`src/rtl/dac_spi_tx.sv`:
```
// SPI mode-0 transmitter for 10-bit DAC samples: {CMD, data, 2'b00} shifted MSB-first,
// followed by a chip-select hold phase and an inter-frame gap.
module dac_spi_tx #(
  parameter int          DATA_W  = 10,
  parameter int          CLK_DIV = 4,
  parameter logic [3:0]  CMD     = 4'b0011
) (
  input  logic              clk_in,
  input  logic              rst_in,
  input  logic [DATA_W-1:0] data_in,
  input  logic              valid_in,
  output logic              ready_out,
  output logic              sclk_out,
  output logic              mosi_out,
  output logic              cs_n_out,
  output logic              done_out
);

  localparam int              DIV_W    = $clog2(CLK_DIV) + 1;
  localparam logic [DIV_W-1:0] DIV_LAST = DIV_W'(CLK_DIV - 1);

  typedef enum logic [1:0] {IDLE, SHIFT, HOLD, GAP} state_t;

  state_t           state;
  logic [DIV_W-1:0] div_cnt;
  logic [3:0]       bit_cnt;
  logic [15:0]      shreg;
  logic             div_wrap;

  assign div_wrap = (div_cnt == DIV_LAST);

  always_ff @(posedge clk_in) begin
    if (rst_in) begin
      state     <= IDLE;
      div_cnt   <= '0;
      bit_cnt   <= '0;
      shreg     <= '0;
      ready_out <= 1'b0;
      sclk_out  <= 1'b0;
      mosi_out  <= 1'b0;
      cs_n_out  <= 1'b1;
      done_out  <= 1'b0;
    end else begin
      done_out <= 1'b0;
      case (state)
        IDLE: begin
          ready_out <= 1'b1;
          cs_n_out  <= 1'b1;
          sclk_out  <= 1'b0;
          mosi_out  <= 1'b0;
          div_cnt   <= '0;
          if (valid_in && ready_out) begin
            state     <= SHIFT;
            shreg     <= {CMD, data_in, 2'b00};
            bit_cnt   <= 4'd15;
            ready_out <= 1'b0;
            cs_n_out  <= 1'b0;
            mosi_out  <= CMD[3];
          end
        end
        SHIFT: begin
          if (div_wrap) begin
            div_cnt <= '0;
            if (!sclk_out) begin
              sclk_out <= 1'b1;
            end else begin
              // Falling edge: the only point where mosi may move to the next bit.
              sclk_out <= 1'b0;
              if (bit_cnt == 4'd0) begin
                state    <= HOLD;
                mosi_out <= 1'b0;
              end else begin
                bit_cnt  <= bit_cnt - 4'd1;
                shreg    <= {shreg[14:0], 1'b0};
                mosi_out <= shreg[14];
              end
            end
          end else begin
            div_cnt <= div_cnt + 1'b1;
          end
        end
        HOLD: begin
          if (div_wrap) begin
            div_cnt  <= '0;
            state    <= GAP;
            cs_n_out <= 1'b1;
            done_out <= 1'b1;
          end else begin
            div_cnt <= div_cnt + 1'b1;
          end
        end
        GAP: begin
          if (div_wrap) begin
            div_cnt   <= '0;
            state     <= IDLE;
            ready_out <= 1'b1;
          end else begin
            div_cnt <= div_cnt + 1'b1;
          end
        end
        default: state <= IDLE;
      endcase
    end
  end

endmodule

```
`config.mk`:
```
export PLATFORM = sky130hd
export DESIGN_NAME = dac_spi_tx
export DESIGN_NICKNAME = d
export VERILOG_FILES = /design/src/rtl/dac_spi_tx.sv
export SDC_FILE = /design/constraint.sdc
export NUM_CORES = 1
export LEC_CHECK = 0
export ABC_CLOCK_PERIOD_IN_PS = 3150
export BUFFER_PORTS_ARGS = -buffer_cell sky130_fd_sc_hd__buf_2
export CAP_MARGIN = 20
export CORE_MARGIN = 2
export CORE_UTILIZATION = 55
export CTS_BUF_LIST = sky130_fd_sc_hd__clkbuf_4 sky130_fd_sc_hd__clkbuf_8
export CTS_CLUSTER_SIZE = 16
export DETAILED_ROUTE_END_ITERATION = 10
export PLACE_DENSITY = 0.77
export SYNTH_ARGS = -nofsm -noshare
export SYNTH_HDL_FRONTEND = slang
export SYNTH_SLANG_ARGS = --single-unit
```
`constraint.sdc`:
```
create_clock -name clk_in -period 3.15 [get_ports clk_in]
set_clock_uncertainty 0.05 [all_clocks]
set_input_delay 0.945 -clock clk_in [delete_from_list [all_inputs] [get_ports clk_in]]
set_output_delay 0.945 -clock clk_in [all_outputs]
set_load 0.1 [all_outputs]
```
Yosys cells after proc, flatten, opt, wreduce, memory -nomap -nowiden. Index checks and enable logic that the tools add are counted.

Logic and storage cells: 68. Output and inout bits: 5. Bits in registers: 29.

Bitwise logic cells: 1. Equality and inequality tests: 11. Reduce and logical (&&, ||, !) cells: 14. Multiplexer cells: 31. $add $sub $neg: 2.

Operators with widths (number): $mux 15 (4); $pmux 15 s2 (1); $mux 4 (4); $ne 2x2->1 const B (7); $mux 2 (6); $mux 1 (8); $pmux 1 s2 (4); $pmux 2 s4 (1); $pmux 4 s2 (1); $pmux 3 s2 (1); $reduce_and 2->1 (3); $reduce_and 6->1 (1); $reduce_bool 2->1 (3); $reduce_and 5->1 (1); $eq 2x2->1 const B (2); $logic_not 4->1 (1); $sub 4x1->4 const B (1); $add 3x1->3 const B (1); $eq 3x2->1 const B (1); $mux 3 (1); $reduce_and 3->1 (1); $reduce_or 3->1 (1); $eq 2x1->1 const B (1); $logic_not 2->1 (1); other kinds (3) (3).

Longest topological paths before layout. Gate-level depths: netlist of the first run.

Depth after elaboration: 5. Mapped depth: 8.

Worst setup path after synthesis of the first run. Ideal clock, no wire load.

Path kind: reg-to-reg. Start point: register sclk_out. End point: register bit_cnt[2]. Cell stages (with the launch flop): 6. Slack: 1.007 ns. Required time: 3.009 ns. Path buffers: 1. Library setup time: 0.091 ns. Arrival: 2.002 ns. Cell sequence: dfxtp_1 nand3_2 a221oi_2 buf_4 a21oi_1 a311oi_1.

Cells in the longest elaborated chain, start to end: 2.

RTL lines: from (decl) (RTL line 13) `output logic sclk_out,`; from (signal assigned) (RTL line 39) `sclk_out <= 1'b0;`; from (signal assigned) (RTL line 49) `sclk_out <= 1'b0;`; from (signal assigned) (RTL line 65) `sclk_out <= 1'b1;`; $ne 2x2->1 (no line); $reduce_and 5->1 (no line); to (signal assigned) (RTL line 73) `bit_cnt <= bit_cnt - 4'd1;`; to (decl) (RTL line 26) `logic [3:0] bit_cnt;`.

Every way passes these cells. A chain may end at the register's enable or synchronous reset.

Worst setup path in the final report of the first run.
Start point: register state[1]. End point: register shreg[7].

Cells in the longest elaborated chain, start to end: 3.

RTL lines: from (decl) (RTL line 24) `state_t state;`; from (signal assigned) (RTL line 34) `state <= IDLE;`; from (signal assigned) (RTL line 53) `state <= SHIFT;`; from (signal assigned) (RTL line 70) `state <= HOLD;`; $eq 2x1->1 / $logic_not 2->1 (equally long branches) (RTL line 45) `case (state)`; $ne 2x2->1 (no line) / $reduce_bool 2->1 (equally long branches); $reduce_and 5->1 (no line); to (signal assigned) (RTL line 54) `shreg <= {CMD, data_in, 2'b00};`; to (signal assigned) (RTL line 74) `shreg <= {shreg[14:0], 1'b0};`; to (decl) (RTL line 27) `logic [15:0] shreg;`.

Several ways; a longest one is shown, not always the timed one.

==> results.yml, run 1 <==
timing:
  relSlewSlack: 0.466
  max_freq_ghz: 0.393
  tightest_slew_ns: 0.802
  setup_viol: 0
  hold_viol: 0
  tns_ns: 0
  period_needed_ns: 2.55
  timing.final.crit_share: 0.808
  rsz0062_at_grt: "no"
  finalMaxSlewViolations: 0
power:
  p_int_w: 0.000797
  cellLeakagePower_nw: 0.544
  netSwitchingPower_w: 0.000570
  peakVddDrop_v: 0.000490
  power.density_nw_per_um2: 975
  pwr-share-seq: 0.386
  p_sw_frac: 0.417
  p_comb_frac: 0.501
  clkPwrFrac: 0.113
drt:
  firstDrtPassIters: 4
  wl_per_cell_um: 12.0
  drt-total-wl_um: 2180
  first_iter_violations: 13
  ant_nets: 0
  viasPerCell: 5.45
  remaining_drc_errors: 0
  vias: 991
layout:
  stdcell_count: 182
  ff_latch_area_sq_um: 541
  n_antenna_cell: 0
  nFillCells: 196
  layout-drive-gt1-share: 0.188
  utilization: 0.640
  multi_input_area_sq_um: 643
  design_area_sq_um: 1400
  nets: 176
  area_growth_pct: 10.6
clocking:
  cts_setup_buffers: 0
  cts_made_buffers: 3
  clk-insertion-delay-late_ns: 0.31
  path_clk_slew_ns: 0.14
  postCtsHoldBufs: 0
  htreeDepth: 1
  clockBufferDepth: 2
  post_cts_resized: 0
  root_buffer: "clkbuf_4"
  cts_tree: "done"
  cts.sink_count: 27
grt:
  grt_max_degree: 29
  grt_pass1_wl_um: 3780
  grt.total_usage: 0.186
  antenna_found_initial: 0
  grt_overflow_total: 0
  grt_pass1_vias: 948
critical_path:
  worstRegToRegCells: 8
  cp.depth: 8
  slowest_stage: "a221oi_2"
  cp-start-kind: "flop"
  critPathKind: "reg -> reg"
  path_delay_family: "compound AO/OA/AOI/OAI gates"
  end_kind: "flop"
  path_cells: "inv_1 > ha_1 > buf_4 > nand2b_1 > a221oi_2 > buf_4 > nor2_1 > a211oi_1"
  worstPathRequired_ns: 3.33
  r2r_slack_ns: 0.60
  cpPeakStageDelay_ns: 0.72
  crit_fanout: 15
  critPathBufInv: 3
  cpMostUsedCell: "buf_4"
  crit_arrival_ns: 2.72
logic_synthesis:
  yosys.cell_types.count: 31
  post-synth-top-count-cell: "dfxtp_1"
  synth_warnings: 0
  netlist_area_sq_um: 1270
  synth_top_area_share: 0.426
  synth_top_cells_by_count: "27 x dfxtp_1, 20 x nor2_1, 10 x a211oi_1, 10 x inv_1, 10 x mux2i_1"
  synth_seq_cells: 27
  yosys.area.top_type: "dfxtp_1"
  synth-edff-count: 0
  syn_area_per_cell_sq_um: 9.18
  synth_ff_type: "dfxtp_1"
  ys_seq_area_frac: 0.426
  synthCells: 138
  async_reset_ff_frac: 0
  synthTopCellsByArea: "dfxtp_1 43%, ha_1 7.9%, mux2i_1 7.9%"
  synth_nets: 159
floorplanning:
  coreArea_sq_um: 2190
  initial_core_util: 0.579
  dieArea_sq_um: 2700
  die_w_um: 52.0
  rows: 17
  fp.dieH_um: 52.0
  io_pins: 18
placed_design:
  place_hpwl_um: 1580
  io_buffer_count: 17
  place_area_sq_um: 1370
  place.gp.congestion: 0.723
  dpl.cell_count: 178
job:
  cap_violations: 0
min_path:
  hold_depth: 1
  hold_class: "reg -> reg"
outcome:
  status: "completed"
[metal layers]
metal	vias up	track usage	wire (um)
met5	-	0	0
met4	0	0.0921	8
met3	2	0.0287	72
met2	19	0.323	1070
met1	449	0.221	1030
li1	521	-	-
[metrics by stage]
step                setup WS (ns)  hold WS, ns  total power [W]
finish                      0.604        0.390          0.00137
detailed placement          0.635        0.378          0.00122
global route                0.415        0.414          0.00150
CTS                         0.626        0.397          0.00138
floorplan                    1.01        0.357          0.00109
global placement            0.708        0.365          0.00118
[cell families (layout without fill, tap and decap cells)]
| group | after synthesis | in the layout | share of synthesized area |
|---|---|---|---|
| buf+inv | 19 | 35 | 0.0661 |
| flops | 27 | 27 | 0.426 |
| simple gates | 42 | 42 | 0.170 |
| compound gates | 32 | 32 | 0.180 |
| fa+ha+maj | 8 | 8 | 0.0790 |
| mux | 10 | 10 | 0.0790 |
[cell type report]
class	count	area share
multi-input cells	92	0.459
flip-flops and latches	27	0.386
repair buffers	21	0.0821
inverters	10	0.0268
well taps	28	0.0250
clock buffers	4	0.0214
[power by group through the flow]
stage	Sequential, W	Combinational [W]	Clock (W)
2_1_floorplan	0.000566	0.000523	0
3_3_place_gp	0.000529	0.000651	0
3_5_place_dp	0.000535	0.000687	0
4_1_cts	0.000529	0.000690	0.000159
5_1_grt	0.000542	0.000785	0.000169
6_report	0.000528	0.000685	0.000154
[sequential cells by signal (all words and copies together) (netlist names), 2 cells and up]
name	count
bit_cnt	4
div_cnt	3
shreg	13
state	2
[worst paths after layout]
kind | start | end
worst min-delay path | div_cnt[0] | div_cnt[0]
worst max-delay path | state[1] | shreg[7]
worst min register to register | div_cnt[0] | div_cnt[0]
worst max register to register | state[1] | shreg[7]
[cell usage in the layout, fill, tap and decap left out, drive strengths merged, types with 5 or more instances in the layout]
cell type	count
a311oi	5
buf	21
nor2	20
ha	8
dfxtp	27
nand2b	5
inv	10
mux2i	10
a21oi	5
a211oi	10
No activity file was read; power rests on OpenSTA's default activity.
==> inputs of run 2 (changes only) <==
ABC_CLOCK_PERIOD_IN_PS = 2600   (was 3150)
clock period = 2.6 ns   (was 3.15 ns; I/O delays follow)
==> run 2 against run 1 <==
Compared with the run above:
- non-clock buffer count fell by 1
- worst hold slack lost 0.0013 ns
- wire length is 1.6% higher
- clock power increased by 21%
- global-route usage is essentially flat
- critical path depth is 1 lower
- combinational power up 24%
- worst setup slack lost 0.16 ns
- sequential share of layout area down 0.14 points
- sequential cell count is the same
- critical endpoint is now shreg[13]
==> results.yml, run 2 (synthesis gave the netlist of run 1 again) <==
outcome:
  status: "completed"
floorplanning:
  coreArea_sq_um: 2190
  die_w_um: 52.0
  io_pins: 18
  dieArea_sq_um: 2700
  rows: 17
  initial_core_util: 0.579
  fp.dieH_um: 52.0
clocking:
  postCtsHoldBufs: 0
  path_clk_slew_ns: 0.13
  clk-insertion-delay-late_ns: 0.31
  htreeDepth: 1
  root_buffer: "clkbuf_4"
  cts_setup_buffers: 0
  cts_made_buffers: 3
  cts.sink_count: 27
  clockBufferDepth: 2
  post_cts_resized: 0
  cts_tree: "done"
drt:
  m1WireLength_um: 1040
  viasPerCell: 5.49
  ant_nets: 0
  route.met2.wl_um: 1070
  firstDrtPassIters: 4
  wl_per_cell_um: 12.2
  first_iter_violations: 6
  vias: 994
  drt-total-wl_um: 2210
  met3RoutedLength_um: 66
  remaining_drc_errors: 0
  top_layer_used: "met4"
layout:
  max_flop_register: "shreg"
  nets: 175
  largest_register_ff_count: 13
  n_antenna_cell: 0
  nFillCells: 195
  layout-drive-gt1-share: 0.183
  top_regs: "shreg x13, bit_cnt x4, div_cnt x3"
  area_growth_pct: 11.0
  layout_commonest_cell: "dfxtp_1"
  final_cell_mix: "27 x dfxtp_1, 20 x nor2_1, 17 x buf_2"
grt:
  grt_overflow_total: 0
  grt_max_degree: 29
  grt_pass1_vias: 918
  antenna_found_initial: 0
  grt.total_usage: 0.186
  grt_pass1_wl_um: 3710
critical_path:
  cp-start-kind: "flop"
  crit_arrival_ns: 2.35
  critPathKind: "reg -> reg"
  slowest_stage: "a221oi_2"
  worstPathRequired_ns: 2.79
  end_kind: "flop"
  cpMostUsedCell: "ha_1"
  cpPeakStageDelay_ns: 0.52
  path_cells: "ha_1 > ha_1 > nand3_2 > a221oi_2 > buf_12 > nor2_1 > a311oi_1"
  crit_fanout: 27
timing:
  finalMaxSlewViolations: 0
  relSlewSlack: 0.656
  setup_viol: 0
  timing.final.crit_share: 0.831
  rsz0062_at_grt: "no"
  hold_viol: 0
  period_needed_ns: 2.16
  tns_ns: 0
  max_freq_ghz: 0.463
  tightest_slew_ns: 0.517
  setup_slack_ns: 0.439
placed_design:
  place_hpwl_um: 1610
  io_buffer_count: 17
  place.gp.congestion: 0.705
  place_ws_ns: 0.494
job:
  cap_violations: 0
min_path:
  hold_class: "reg -> reg"
power:
  power.density_nw_per_um2: 1190
  cellLeakagePower_nw: 0.542
  peakVddDrop_v: 0.000645
run 2: changes by cell type in the layout (fill, tap and decap cells not counted), sizes merged:
cell and change:
buf -1
run 2: worst max-delay path, delay by kind of cell, from the launching register on:
| kind | cells | cell delay, ns |
|---|---|---|
| AND/OR/NAND/NOR | 2 | 0.20 |
| adder cells (fa/ha/maj) | 2 | 0.49 |
| flip-flops | 1 | 0.36 |
| buffers and inverters | 1 | 0.23 |
| AO/OA/AOI/OAI | 2 | 0.75 |
run 2: path summary, 6_finish.rpt:
kind | start | end | slack (ns) | depth (start not counted)
min | div_cnt[0] | div_cnt[0] | 0.39 | 1
max | div_cnt[0] | shreg[13] | 0.44 | 7
max reg2reg | div_cnt[0] | shreg[13] | 0.44 | 7
min reg2reg | div_cnt[0] | div_cnt[0] | 0.39 | 1
run 2: cell type report:
cell class | count | area, sq um | area share
multi-input cells | 92 | 643 | 0.457
flip-flops and latches | 27 | 541 | 0.384
repair buffers | 20 | 120 | 0.0854
inverters | 10 | 37.5 | 0.0267
well taps | 28 | 35.0 | 0.0249
clock buffers | 4 | 30.0 | 0.0214
run 2: metal layers:
metal | up-vias | track usage
met1 | 455 | 0.203
met2 | 16 | 0.344
met5 | - | 0
li1 | 519 | -
met3 | 4 | 0.0259
met4 | 0 | 0.0921
run 2: report_power, final:
part / switching (W) / internal [W]
registers: 0.0000895 / 0.000552
clock network: 0.000116 / 0.0000704
logic: 0.000488 / 0.000360
run 2: stage by stage:
step / power [W] / cells / utilization / hold slack, ns / instance area, sq um
final: 0.00167 / 181 / 0.642 / 0.389 / 1410
after global routing: 0.00182 / 181 / 0.642 / 0.407 / 1410
after floorplan: 0.00132 / 138 / - / 0.357 / 1270
after CTS: 0.00169 / 181 / 0.642 / 0.391 / 1410
after global placement: 0.00146 / 177 / 0.628 / 0.363 / 1380
after detailed placement: 0.00150 / 177 / 0.628 / 0.372 / 1380
==> inputs of run 3 (changes only) <==
ABC_CLOCK_PERIOD_IN_PS = 1750   (was 2600)
CORE_UTILIZATION = 52   (was 55)
PLACE_DENSITY = 0.76   (was 0.77)
clock period = 1.75 ns   (was 2.6 ns; I/O delays follow)
==> run 3 against run 2 <==
Compared with the run above:
- combinational power up 140%
- design area up 24%
- clock-buffer cell count is 1 lower
- total power is 98% higher
- wire length rose by 26%
- sequential cell count unchanged
- non-clock buffer count grew 22
- via count up 13%
- critical path depth grew 1
- sequential share of layout area down 6.7 points
- fmax grew 24%
- largest cell class unchanged
==> results.yml, run 3 (synthesis gave the netlist of run 1 again) <==
outcome:
  status: "completed"
critical_path:
  critPathKind: "reg -> reg"
  path_cells: "inv_4 > ha_4 > nand2b_4 > a221oi_4 > buf_6 > buf_6 > a21oi_2 > a311oi_1"
  crit_arrival_ns: 1.96
  slowest_stage: "dfxtp_2"
  critPathLaunch: "state[1]"
  crit_fanout: 6
  r2r-start: "state[1]"
  cpPeakStageDelay_ns: 0.39
  cpMostUsedCell: "buf_6"
  cp-start-kind: "flop"
  r2r_end: "bit_cnt[3]"
  worstRegToRegCells: 8
  worstPathRequired_ns: 1.97
  r2r_slack_ns: 0.002
  end_kind: "flop"
  crit_path_end: "bit_cnt[3]"
timing:
  rsz0062_at_grt: "yes"
  max_freq_ghz: 0.572
  period_needed_ns: 1.75
  setup_viol: 0
  whs_ns: 0.404
  relSlewSlack: 0.641
  hold_viol: 0
  timing.final.crit_share: 0.999
  tightest_slew_ns: 0.538
  finalMaxSlewViolations: 0
drt:
  drt-total-wl_um: 2800
  ant_nets: 0
  vias: 1122
  first_iter_violations: 14
  firstDrtPassIters: 4
  viasPerCell: 5.53
  wl_per_cell_um: 13.8
  remaining_drc_errors: 0
grt:
  antenna_found_initial: 0
  grt_pass1_vias: 1079
  grt_pass1_wl_um: 4490
  grt.total_usage: 0.216
  grt_overflow_total: 0
  grt_max_degree: 29
layout:
  top_regs: "shreg x13, bit_cnt x4, div_cnt x3"
  final_cell_mix: "20 x dfxtp_1, 18 x buf_4, 15 x buf_2"
  max_flop_register: "shreg"
  layout_commonest_cell: "dfxtp_1"
  layout-drive-gt1-share: 0.463
  design_area_sq_um: 1750
  largest_register_ff_count: 13
  nets: 197
  n_antenna_cell: 0
  area_growth_pct: 37.8
min_path:
  hold_class: "reg -> reg"
  min_from: "div_cnt[0]"
floorplanning:
  dieArea_sq_um: 2850
  initial_core_util: 0.562
  rows: 17
  coreArea_sq_um: 2250
  fp.dieH_um: 53.4
  die_w_um: 53.4
  io_pins: 18
clocking:
  clk-insertion-delay-late_ns: 0.34
  cts_tree: "done"
  htreeDepth: 1
  path_clk_slew_ns: 0.15
  clockBufferDepth: 2
  postCtsHoldBufs: 0
  root_buffer: "clkbuf_4"
  cts.sink_count: 27
  cts_made_buffers: 3
power:
  cellLeakagePower_nw: 0.677
  power.density_nw_per_um2: 1900
  peakVddDrop_v: 0.00165
placed_design:
  place_hpwl_um: 1760
  io_buffer_count: 17
  place.gp.congestion: 0.770
  place_area_sq_um: 1490
job:
  cap_violations: 0
run 3: cell count changes in the layout (fill, tap and decap cells not counted), sizes merged:
cell and change:
buf +19, inv +1, clkbuf +2
run 3: cell type report:
type | count | area [sq um]
well taps | 28 | 35.0
inverters | 10 | 40.0
multi-input cells | 92 | 788
repair buffers | 42 | 300
flip-flops and latches | 27 | 554
clock inverters | 1 | 6.26
clock buffers | 3 | 22.5
fillers | 161 | 508
run 3: power by group:
group | switching [W] | internal, W | leakage (nW) | total [W]
logic | 0.000986 | 0.00105 | 0.434 | 0.00204
registers | 0.000162 | 0.000833 | 0.225 | 0.000996
clock network | 0.000202 | 0.0000898 | 0.0183 | 0.000292
run 3: routing by layer:
metal | up-vias | track usage | wire length [um]
met1 | 530 | 0.243 | 1220
li1 | 562 | - | -
met2 | 23 | 0.389 | 1410
met4 | 0 | 0.0684 | 63
met3 | 7 | 0.0593 | 106
met5 | - | 0 | 0
run 3: worst max-delay path: cells and delay by family (launching register included):
kind                       cells  cell delay, ns
AOI/OAI and AO/OA              3            0.59
adders and majority gates      1            0.17
buffers and inverters          3            0.33
DFF                            1            0.39
and+or+nand+nor                1            0.15
run 3: timing repair:
action | 4_1_cts | 5_1_grt
gates cloned | 1 | 1
endpoints found under the hold margin | 0 | 0
gates resized for setup | 15 | 34
pin swaps | 8 | 6
setup buffers | 2 | 3
setup endpoints to repair | 17 | 21
run 3: worst min path at each step:
stage	end	slack, ns	depth (start not counted)
after floorplan	div_cnt[0]	0.36	1
after global placement	div_cnt[0]	0.36	1
after detailed placement	div_cnt[0]	0.37	1
after CTS	div_cnt[0]	0.41	1
after global routing	div_cnt[0]	0.42	1
final	div_cnt[0]	0.40	1
run 3: metrics by stage:
stage	utilization	setup TNS [ns]	std cells	total power [W]	worst slack, ns
after floorplan	-	0	138	0.00199	0.0120
after global placement	0.660	-0.124	192	0.00237	-0.0352
after detailed placement	0.660	-0.892	192	0.00245	-0.100
after CTS	0.703	0	199	0.00287	0.0123
after global routing	0.775	-1.09	203	0.00358	-0.107
final	0.775	0	203	0.00332	0.00182
